### src/rtl/data_phy_if.sv
// Bundle of the control, FIFO and serial-line signals of the SD data PHY.
// The master side is data control / FIFO / card; the slave side is the PHY.
interface data_phy_if;
    logic        Send;
    logic        Idle;
    logic        WriteRead;
    logic        Timeout_enable;
    logic [15:0] Timeout_reg;
    logic [31:0] Data_from_FIFO;
    logic        Data_pin_in;
    logic        Serial_ready;
    logic        Complete;
    logic        Timeout;
    logic        Data_error;
    logic        Data_pin_out;
    logic        Read_FIFO;
    logic        Write_FIFO;
    logic [31:0] Data_to_FIFO;

    modport master (
        output Send, Idle, WriteRead, Timeout_enable, Timeout_reg, Data_from_FIFO, Data_pin_in,
        input  Serial_ready, Complete, Timeout, Data_error, Data_pin_out, Read_FIFO, Write_FIFO,
               Data_to_FIFO
    );

    modport slave (
        input  Send, Idle, WriteRead, Timeout_enable, Timeout_reg, Data_from_FIFO, Data_pin_in,
        output Serial_ready, Complete, Timeout, Data_error, Data_pin_out, Read_FIFO, Write_FIFO,
               Data_to_FIFO
    );
endinterface

### src/rtl/data_phy.sv
// SD single-line data PHY: serialises FIFO words into CRC16-protected frames and
// deserialises received frames back into FIFO words, with a start-bit timeout.
module data_phy #(
    parameter int BLOCK_WORDS = 4
) (
    input  logic       Clock,
    input  logic       Reset,
    data_phy_if.slave  bus
);
    localparam int DATA_BITS = 32 * BLOCK_WORDS;
    localparam int CW        = $clog2(DATA_BITS + 1);
    localparam logic [CW-1:0] LAST_BIT = CW'(DATA_BITS - 1);
    localparam logic [CW-1:0] PRE_LAST = CW'(DATA_BITS - 2);
    localparam logic [CW-1:0] CNT_ONE  = CW'(1);

    typedef enum logic [3:0] {
        IDLE, TX_START, TX_DATA, TX_CRC, TX_END,
        RX_WAIT, RX_DATA, RX_CRC, RX_END, DONE
    } state_t;

    function automatic logic [15:0] crc16_step(input logic [15:0] crc, input logic bit_in);
        logic fb;
        fb = crc[15] ^ bit_in;
        return {crc[14:0], 1'b0} ^ (fb ? 16'h1021 : 16'h0000);
    endfunction

    state_t        state_r;
    logic          ready_r, pin_r, complete_r, timeout_r, error_r, rd_r, wr_r;
    logic [31:0]   word_r;
    logic [31:0]   shift_r;
    logic [15:0]   crc_r;
    logic [15:0]   crc_sh_r;
    logic [CW-1:0] bit_cnt_r;
    logic [3:0]    crc_cnt_r;
    logic [15:0]   tcnt_r;

    logic [15:0]   tmax_s;
    logic [15:0]   tcnt_inc_s;
    logic [15:0]   crc_tx_s;
    logic [15:0]   crc_rx_s;
    logic          word_pre_s;
    logic [31:0]   rx_word_s;

    assign bus.Serial_ready = ready_r;
    assign bus.Data_pin_out = pin_r;
    assign bus.Complete     = complete_r;
    assign bus.Timeout      = timeout_r;
    assign bus.Data_error   = error_r;
    assign bus.Read_FIFO    = rd_r;
    assign bus.Write_FIFO   = wr_r;
    assign bus.Data_to_FIFO = word_r;

    // Next-value helpers: timeout limit, saturating wait count, CRC steps, word boundary.
    always_comb begin
        tmax_s     = (bus.Timeout_reg == 16'd0) ? 16'd1 : bus.Timeout_reg;
        tcnt_inc_s = (tcnt_r == 16'hFFFF) ? tcnt_r : (tcnt_r + 16'd1);
        crc_tx_s   = crc16_step(crc_r, pin_r);
        crc_rx_s   = crc16_step(crc_r, bus.Data_pin_in);
        rx_word_s  = {shift_r[30:0], bus.Data_pin_in};
        // Pop request must be high while the last bit of the current word is on the pin.
        word_pre_s = (bit_cnt_r[4:0] == 5'd30) && (bit_cnt_r < PRE_LAST);
    end

    // Frame FSM with all outputs registered.
    always_ff @(posedge Clock) begin
        if (Reset) begin
            state_r    <= IDLE;
            ready_r    <= 1'b1;
            pin_r      <= 1'b1;
            complete_r <= 1'b0;
            timeout_r  <= 1'b0;
            error_r    <= 1'b0;
            rd_r       <= 1'b0;
            wr_r       <= 1'b0;
            word_r     <= 32'h0000_0000;
            shift_r    <= 32'h0000_0000;
            crc_r      <= 16'h0000;
            crc_sh_r   <= 16'h0000;
            bit_cnt_r  <= '0;
            crc_cnt_r  <= 4'd0;
            tcnt_r     <= 16'd0;
        end else if (bus.Idle) begin
            state_r    <= IDLE;
            ready_r    <= 1'b1;
            pin_r      <= 1'b1;
            complete_r <= 1'b0;
            timeout_r  <= 1'b0;
            error_r    <= 1'b0;
            rd_r       <= 1'b0;
            wr_r       <= 1'b0;
        end else begin
            ready_r    <= 1'b0;
            pin_r      <= 1'b1;
            complete_r <= 1'b0;
            timeout_r  <= 1'b0;
            error_r    <= 1'b0;
            rd_r       <= 1'b0;
            wr_r       <= 1'b0;
            case (state_r)
                IDLE: begin
                    if (bus.Send) begin
                        crc_r     <= 16'h0000;
                        bit_cnt_r <= '0;
                        crc_cnt_r <= 4'd0;
                        tcnt_r    <= 16'd0;
                        if (bus.WriteRead) begin
                            state_r <= TX_START;
                            pin_r   <= 1'b0;
                            rd_r    <= 1'b1;
                        end else begin
                            state_r <= RX_WAIT;
                        end
                    end else begin
                        ready_r <= 1'b1;
                    end
                end
                TX_START: begin
                    state_r <= TX_DATA;
                    pin_r   <= bus.Data_from_FIFO[31];
                    shift_r <= {bus.Data_from_FIFO[30:0], 1'b0};
                end
                TX_DATA: begin
                    crc_r <= crc_tx_s;
                    if (bit_cnt_r == LAST_BIT) begin
                        state_r  <= TX_CRC;
                        pin_r    <= crc_tx_s[15];
                        crc_sh_r <= {crc_tx_s[14:0], 1'b0};
                    end else begin
                        bit_cnt_r <= bit_cnt_r + CNT_ONE;
                        rd_r      <= word_pre_s;
                        if (rd_r) begin
                            pin_r   <= bus.Data_from_FIFO[31];
                            shift_r <= {bus.Data_from_FIFO[30:0], 1'b0};
                        end else begin
                            pin_r   <= shift_r[31];
                            shift_r <= {shift_r[30:0], 1'b0};
                        end
                    end
                end
                TX_CRC: begin
                    if (crc_cnt_r == 4'd15) begin
                        state_r <= TX_END;
                    end else begin
                        crc_cnt_r <= crc_cnt_r + 4'd1;
                        pin_r     <= crc_sh_r[15];
                        crc_sh_r  <= {crc_sh_r[14:0], 1'b0};
                    end
                end
                TX_END: begin
                    state_r    <= DONE;
                    complete_r <= 1'b1;
                end
                RX_WAIT: begin
                    // A start bit outranks a timeout match in the same cycle.
                    if (!bus.Data_pin_in) begin
                        state_r <= RX_DATA;
                    end else if (bus.Timeout_enable && (tcnt_inc_s >= tmax_s)) begin
                        state_r   <= IDLE;
                        timeout_r <= 1'b1;
                        ready_r   <= 1'b1;
                    end else begin
                        tcnt_r <= tcnt_inc_s;
                    end
                end
                RX_DATA: begin
                    crc_r   <= crc_rx_s;
                    shift_r <= rx_word_s;
                    if (bit_cnt_r[4:0] == 5'd31) begin
                        word_r <= rx_word_s;
                        wr_r   <= 1'b1;
                    end else begin
                        word_r <= word_r;
                    end
                    if (bit_cnt_r == LAST_BIT) begin
                        state_r <= RX_CRC;
                    end else begin
                        bit_cnt_r <= bit_cnt_r + CNT_ONE;
                    end
                end
                RX_CRC: begin
                    crc_sh_r <= {crc_sh_r[14:0], bus.Data_pin_in};
                    if (crc_cnt_r == 4'd15) begin
                        state_r <= RX_END;
                    end else begin
                        crc_cnt_r <= crc_cnt_r + 4'd1;
                    end
                end
                RX_END: begin
                    state_r    <= DONE;
                    complete_r <= 1'b1;
                    error_r    <= (crc_sh_r != crc_r) || !bus.Data_pin_in;
                end
                DONE: begin
                    state_r <= IDLE;
                    ready_r <= 1'b1;
                end
                default: begin
                    state_r <= IDLE;
                    ready_r <= 1'b1;
                end
            endcase
        end
    end
endmodule

### src/flat_wrapper.sv
// flat-port wrapper written by rule: the top's interface ports become plain ports
module data_phy_flat 
#(
    parameter int BLOCK_WORDS = 4
)
  (Clock, Reset, bus_Send, bus_Idle, bus_WriteRead, bus_Timeout_enable, bus_Timeout_reg, bus_Data_from_FIFO, bus_Data_pin_in, bus_Serial_ready, bus_Complete, bus_Timeout, bus_Data_error, bus_Data_pin_out, bus_Read_FIFO, bus_Write_FIFO, bus_Data_to_FIFO);
  data_phy_if bus_i ();
  input  logic Clock;
  input  logic Reset;
  input wire logic [$bits(bus_i.Send)-1:0] bus_Send;
  input wire logic [$bits(bus_i.Idle)-1:0] bus_Idle;
  input wire logic [$bits(bus_i.WriteRead)-1:0] bus_WriteRead;
  input wire logic [$bits(bus_i.Timeout_enable)-1:0] bus_Timeout_enable;
  input wire logic [$bits(bus_i.Timeout_reg)-1:0] bus_Timeout_reg;
  input wire logic [$bits(bus_i.Data_from_FIFO)-1:0] bus_Data_from_FIFO;
  input wire logic [$bits(bus_i.Data_pin_in)-1:0] bus_Data_pin_in;
  output wire logic [$bits(bus_i.Serial_ready)-1:0] bus_Serial_ready;
  output wire logic [$bits(bus_i.Complete)-1:0] bus_Complete;
  output wire logic [$bits(bus_i.Timeout)-1:0] bus_Timeout;
  output wire logic [$bits(bus_i.Data_error)-1:0] bus_Data_error;
  output wire logic [$bits(bus_i.Data_pin_out)-1:0] bus_Data_pin_out;
  output wire logic [$bits(bus_i.Read_FIFO)-1:0] bus_Read_FIFO;
  output wire logic [$bits(bus_i.Write_FIFO)-1:0] bus_Write_FIFO;
  output wire logic [$bits(bus_i.Data_to_FIFO)-1:0] bus_Data_to_FIFO;
  assign bus_i.Send = bus_Send;
  assign bus_i.Idle = bus_Idle;
  assign bus_i.WriteRead = bus_WriteRead;
  assign bus_i.Timeout_enable = bus_Timeout_enable;
  assign bus_i.Timeout_reg = bus_Timeout_reg;
  assign bus_i.Data_from_FIFO = bus_Data_from_FIFO;
  assign bus_i.Data_pin_in = bus_Data_pin_in;
  assign bus_Serial_ready = bus_i.Serial_ready;
  assign bus_Complete = bus_i.Complete;
  assign bus_Timeout = bus_i.Timeout;
  assign bus_Data_error = bus_i.Data_error;
  assign bus_Data_pin_out = bus_i.Data_pin_out;
  assign bus_Read_FIFO = bus_i.Read_FIFO;
  assign bus_Write_FIFO = bus_i.Write_FIFO;
  assign bus_Data_to_FIFO = bus_i.Data_to_FIFO;
  data_phy #(.BLOCK_WORDS(BLOCK_WORDS)) u_core (.Clock(Clock), .Reset(Reset), .bus(bus_i));
endmodule
### config.mk
export PLATFORM = sky130hd
export DESIGN_NAME = data_phy_flat
export DESIGN_NICKNAME = d
export VERILOG_FILES = /design/src/rtl/data_phy_if.sv /design/src/rtl/data_phy.sv /design/src/flat_wrapper.sv
export SDC_FILE = /design/constraint.sdc
export NUM_CORES = 1
export LEC_CHECK = 0
export BUFFER_PORTS_ARGS = -buffer_cell sky130_fd_sc_hd__buf_2
export CORE_MARGIN = 8
export CORE_UTILIZATION = 57
export CTS_BUF_LIST = sky130_fd_sc_hd__clkbuf_2
export CTS_CLUSTER_SIZE = 28
export DETAILED_ROUTE_END_ITERATION = 10
export GPL_TIMING_DRIVEN = 0
export HOLD_SLACK_MARGIN = 0.06
export PLACE_DENSITY = 0.85
export SLEW_MARGIN = 20
export SYNTH_ARGS = -nofsm -noshare
export SYNTH_HDL_FRONTEND = slang
export SYNTH_SLANG_ARGS = --single-unit
### constraint.sdc
create_clock -name Clock -period 5.2 [get_ports Clock]
set_input_delay 1.3 -clock Clock [delete_from_list [all_inputs] [get_ports Clock]]
set_output_delay 1.3 -clock Clock [all_outputs]
set_load 0.01 [all_outputs]
; ---- Word-level counts from Yosys, hierarchy flattened
; Cells that the tools add are included.
[totals]
in_bits = 55
output_inout_bits = 39
regBits = 135
elab_cells = 128
[op_classes]
mux = 46
add_sub_neg = 3
bitwise = 8
n_reduce_logical = 28
eq_ne = 26
order_cmp = 2
[ops]
columns = cell, n
row1 = two-way mux 16 bit, 7
row2 = one-hot mux 16 bit (3 select lines), 2
row3 = one-hot mux 32 bit (3 select lines), 1
row4 = two-way mux 32 bit, 2
row5 = two-way mux 4 bit, 9
row6 = one-hot mux 16 bit (2 select lines), 1
row7 = one-hot mux 4 bit (8 select lines), 1
row8 = XOR 16 bit, 2
row9 = two-way mux 13 bit, 2
row10 = adder 16 x 1 -> 16 bit (second input constant), 1
row11 = == test 16 bit (second input constant), 1
row12 = == test 4 x 3 -> 1 bit (second input constant), 4
row13 = greater-or-equal comparator 16 bit, 1
row14 = logical NOT 16 bit, 1
row15 = two-way mux 8 bit, 2
row16 = inequality test 16 bit, 1
row17 = one-hot mux 8 bit (2 select lines), 1
row18 = inequality test 2 bit (second input constant), 7
row19 = two-way mux 1 bit, 13
row20 = AND reduction 4 bit, 3
row21 = == test 5 bit (second input constant), 2
row22 = AND reduction 3 bit, 3
row23 = nonzero test 3 bit, 3
row24 = OR reduction 3 bit, 3
row25 = 25 further kinds, 40

; ---- Longest topological paths before layout
[logic_depth]
ltp_word = 7
depth_mapped = 15
ltp_nobuf = 13

; ---- Least setup slack after synthesis
; OpenSTA, ideal clock, no wires.
[synth_timing]
kind = input-to-reg
startpoint = input port bus_Timeout_reg[9]
endpoint = register u_core.tcnt_r[11]
arrival_time_ns = 3.428
path_buffers = 1
setup_time_ns = 0.072
slack_ns = 1.700
t_required_ns = 5.128
path_stages = 10
path_cell_list = nor4_1 a41o_1 ha_1 nand2b_1 a2111oi_2 or4_4 nand4_2 a21oi_2 buf_6 mux2i_1
[synth_via]
elab_chain_len = 6
[synth_rtl]
columns = item, line_no
row1 = "start, declared", flat_wrapper.sv:14  ; input wire logic [$bits(bus_i.Timeout_reg)-1:0] bus_Timeout_reg;
row2 = logical NOT 16 bit, data_phy.sv:55  ; tmax_s = (bus.Timeout_reg == 16'd0) ? 16'd1 : bus.Timeout_reg;
row3 = two-way mux 16 bit (*), data_phy.sv:55
row4 = greater-or-equal comparator 16 bit (*), data_phy.sv:157  ; end else if (bus.Timeout_enable && (tcnt_inc_s >= tmax_s)) begin
row5 = logical AND 1 bit (*), data_phy.sv:157
row6 = inequality test 2 bit (no line) (*), --
row7 = AND reduction 5 bit (no line) (*), --
row8 = "end signal, assigned", data_phy.sv:162  ; tcnt_r <= tcnt_inc_s;
row9 = "end, declared", data_phy.sv:35  ; logic [15:0] tcnt_r;
; Every way passes the cells marked *; elsewhere a longest branch is shown, timed or not.
; A chain may end at the register's enable or synchronous reset.

; ---- Final worst setup path
[layout_timing]
startpoint = register u_core.tcnt_r[0]
endpoint = register u_core.tcnt_r[10]
[layout_via]
elab_chain_len = 6
elab_cells_between_ends = 10
cone_classes = add/sub (1) / order compare (1) / eq/ne (2) / mux (4) / reduce/logical (2)
[layout_rtl]
columns = item, line_no
row1 = adder 16 x 1 -> 16 bit / == test 16 bit (equally long branches), data_phy.sv:56  ; tcnt_inc_s = (tcnt_r == 16'hFFFF) ? tcnt_r : (tcnt_r + 16'd1);
row2 = two-way mux 16 bit (*), data_phy.sv:56
row3 = greater-or-equal comparator 16 bit, data_phy.sv:157
row4 = logical AND 1 bit, data_phy.sv:157
row5 = inequality test 2 bit (no line), --
row6 = AND reduction 5 bit (no line), --
; Every way passes the cells marked *; elsewhere a longest branch is shown, timed or not. The select of a mux whose other input is x is not followed.

==> reports/qor.yml <==
status:
  status: "completed"
clock_tree:
  clock-sinks: 135
  cts-root-buf: "clkbuf_2"
  cts-buffers-inserted: 17
  clkLatencyLatePin_ns: 0.71
  h-tree-depth: 4
  ctsHoldBuffers: 0
  cts_setup_buffers: 0
  clk_pin_slew_ns: 0.22
  cts_resized: 0
  clockBufferDepth: 2
  cts_tree: "yes"
routing:
  routed_via_density: 5.801
  drt_wl_total_mm: 17.64
  drc: 0
  drt_pass1_iterations: 5
  antenna_left: 0
  wire_per_inst_um: 15.87
  num_vias: 6445
  drt_iter0_drc: 534
power:
  leakage_nw: 3.210
  swShare: 0.3025
  p_sw_w: 0.0005796
  clkPwrFrac: 0.304
  pwr-share-seq: 0.567
  powerDensity_nw_per_um2: 243.3
  ir_worst_vdd_v: 0.0001681
  pwr-share-comb: 0.128
  internal-power_w: 0.001336
die:
  start_util: 0.5849
  rows: 40
  die_h_um: 127.0
  die_area_sq_um: 16130
  die_x_um: 127.0
  pin_count: 94
  coreArea_sq_um: 12010
synthesis:
  netlist_area_sq_um: 7025
  ys_ff_latch: 135
  synth_area_leader_cell: "dfxtp_1"
  seq_area_frac_synth: 0.3847
  async_reset_ff_frac: 0
  avgSynthCellArea_sq_um: 8.344
  synth_edf_count: 0
  synthCells: 842
  yosys-top-cells-area: "dfxtp_1 38%, nand2_1 6.7%, mux2i_1 6.4%, nor2_1 5.4%, a21oi_1 3.9%"
  synth_top_cell_area_share: 0.3847
  synthesis.nets: 918
  ys_dominant_reg_cell: "dfxtp_1"
  ys_types: 74
  yosys_warnings: 0
global_route:
  grt_remaining_overflow: 0
  grt_pass1_vias: 6052
  grt_max_degree: 17
  grt_usage: 0.2181
  antenna_found_initial: 0
  grt_pass1_wl_mm: 28.97
placed_design:
  hpwl_mm: 13.25
  gp_congestion: 0.8995
  port_buffers: 90
  dp.cells: 1079
finish:
  antenna_cells: 0
  drive_gt1_frac: 0.1774
  fin_cells: 1111
  fillCellCount: 1011
  syn_to_final_growth_pct: 12.06
  nNetsFinal: 1027
  final_cell_mix: "135 x dfxtp_1, 126 x nand2_1, 106 x buf_2"
  final_common_cell: "dfxtp_1"
worst_setup_path:
  path_class: "register to register"
  end_kind: "register"
  start_kind: "register"
  crit_arrival_ns: 4.65
  required_ns: 5.83
  critPathMaxFanout: 8
sta:
  hold_ws_ns: 0.4652
  setup_violations: 0
  slew_headroom: 0.5263
  layout_min_cycle_time_ns: 4.021
  worst_pin_slew_ns: 0.7106
  fin_crit_sh: 0.7732
  fin_skew_ns: 0.03387
  rsz0062_at_grt: "false"
  fin_setup_tns_ns: 0
  fmax_ghz: 0.2487
  finalHoldViolCount: 0
  slew_viol_final: 0
run:
  drv_cap: 0
hold_path:
  min_path_type: "register to register"
power by group through the flow:
stage / logic (W) / registers, W / clock network (W)
after global routing: 0.000272 / 0.00109 / 0.000639
after floorplan: 0.000175 / 0.00110 / 0
final: 0.000246 / 0.00109 / 0.000583
after detailed placement: 0.000243 / 0.00111 / 0
after CTS: 0.000245 / 0.00109 / 0.000589
after global placement: 0.000238 / 0.00111 / 0
routing by layer:
layer | global-route usage | routed length [um] | up-vias
met5 | 0 | 0 | -
met4 | 0.09727 | 422 | 0
met3 | 0.04784 | 1080 | 32
met2 | 0.3611 | 8493 | 204
met1 | 0.2668 | 7639 | 3023
li1 | - | - | 3186
stage by stage:
| stage | util | cell area, sq um | setup slack, ns | power, W |
|---|---|---|---|---|
| floorplan | - | 7025 | 1.700 | 0.001277 |
| global placement | 0.6377 | 7660 | 1.406 | 0.001344 |
| detailed placement | 0.6377 | 7660 | 1.247 | 0.001350 |
| CTS | 0.6554 | 7873 | 1.293 | 0.001920 |
| global route | 0.6554 | 7873 | 1.063 | 0.002003 |
| finish | 0.6554 | 7873 | 1.179 | 0.001916 |
layout make-up:
| class | count | area (sq um) | area share |
|---|---|---|---|
| multi-input combinational | 625 | 3941 | 0.5006 |
| timing repair buffer | 90 | 450.4 | 0.05722 |
| sequential | 135 | 2703 | 0.3433 |
| inverter | 22 | 82.58 | 0.01049 |
| tap | 147 | 183.9 | 0.02336 |
| clock buffer | 17 | 85.08 | 0.01081 |
| buffer | 60 | 299.0 | 0.03798 |
| clock inverter | 15 | 127.6 | 0.01621 |
synthesized netlist by cell type (6+ instances only):
| library cell | count |
|---|---|
| nand4_1 | 12 |
| nor3_1 | 16 |
| a21oi_1 | 55 |
| nand2b_1 | 18 |
| clkbuf_1 | 33 |
| inv_1 | 22 |
| a311oi_1 | 14 |
| nand2_1 | 126 |
| nand3_1 | 13 |
| dfxtp_1 | 135 |
| nor4_1 | 12 |
| a31oi_1 | 6 |
| xor2_1 | 20 |
| buf_6 | 6 |
| o21ai_0 | 10 |
| buf_2 | 16 |
| xnor2_1 | 25 |
| a211oi_1 | 36 |
| mux2i_1 | 45 |
| nor2_1 | 101 |
| ha_1 | 21 |
| a22oi_1 | 15 |
critical path: stages (launching register included):
cell and delay [ns]:
dfxtp_1 0.49, ha_1 0.32, nand4_1 0.21, nor4_2 0.33, nor2b_1 0.08, clkbuf_1 0.23, nand3_1 0.20, xnor2_1 0.11
ha_1 0.31, nand4_1 0.12, or2_4 0.27, or4_4 0.55, a31oi_1 0.36, o311ai_0 0.23, o31ai_1 0.12
worst paths after layout:
kind,endpoint,slack (ns),cells past startpoint,from
max,u_core.tcnt_r[10],1.18,14,u_core.tcnt_r[0]
min reg2reg,u_core.bus.Data_to_FIFO[23],0.47,2,u_core.bus.Data_to_FIFO[23]
min,u_core.bus.Data_to_FIFO[23],0.47,2,u_core.bus.Data_to_FIFO[23]
max reg2reg,u_core.tcnt_r[10],1.18,14,u_core.tcnt_r[0]
kinds of logic (layout without fill, tap and decap cells):
logic type | Yosys count | in the layout | share of synthesized area
simple gates | 343 | 343 | 0.2346
flops | 135 | 135 | 0.3847
mux | 47 | 47 | 0.06732
buf+inv | 82 | 204 | 0.05432
xor+xnor | 45 | 45 | 0.05610
fa+ha+maj | 21 | 21 | 0.03740
compound gates | 169 | 169 | 0.1656
(Power assumes the default switching activity.)
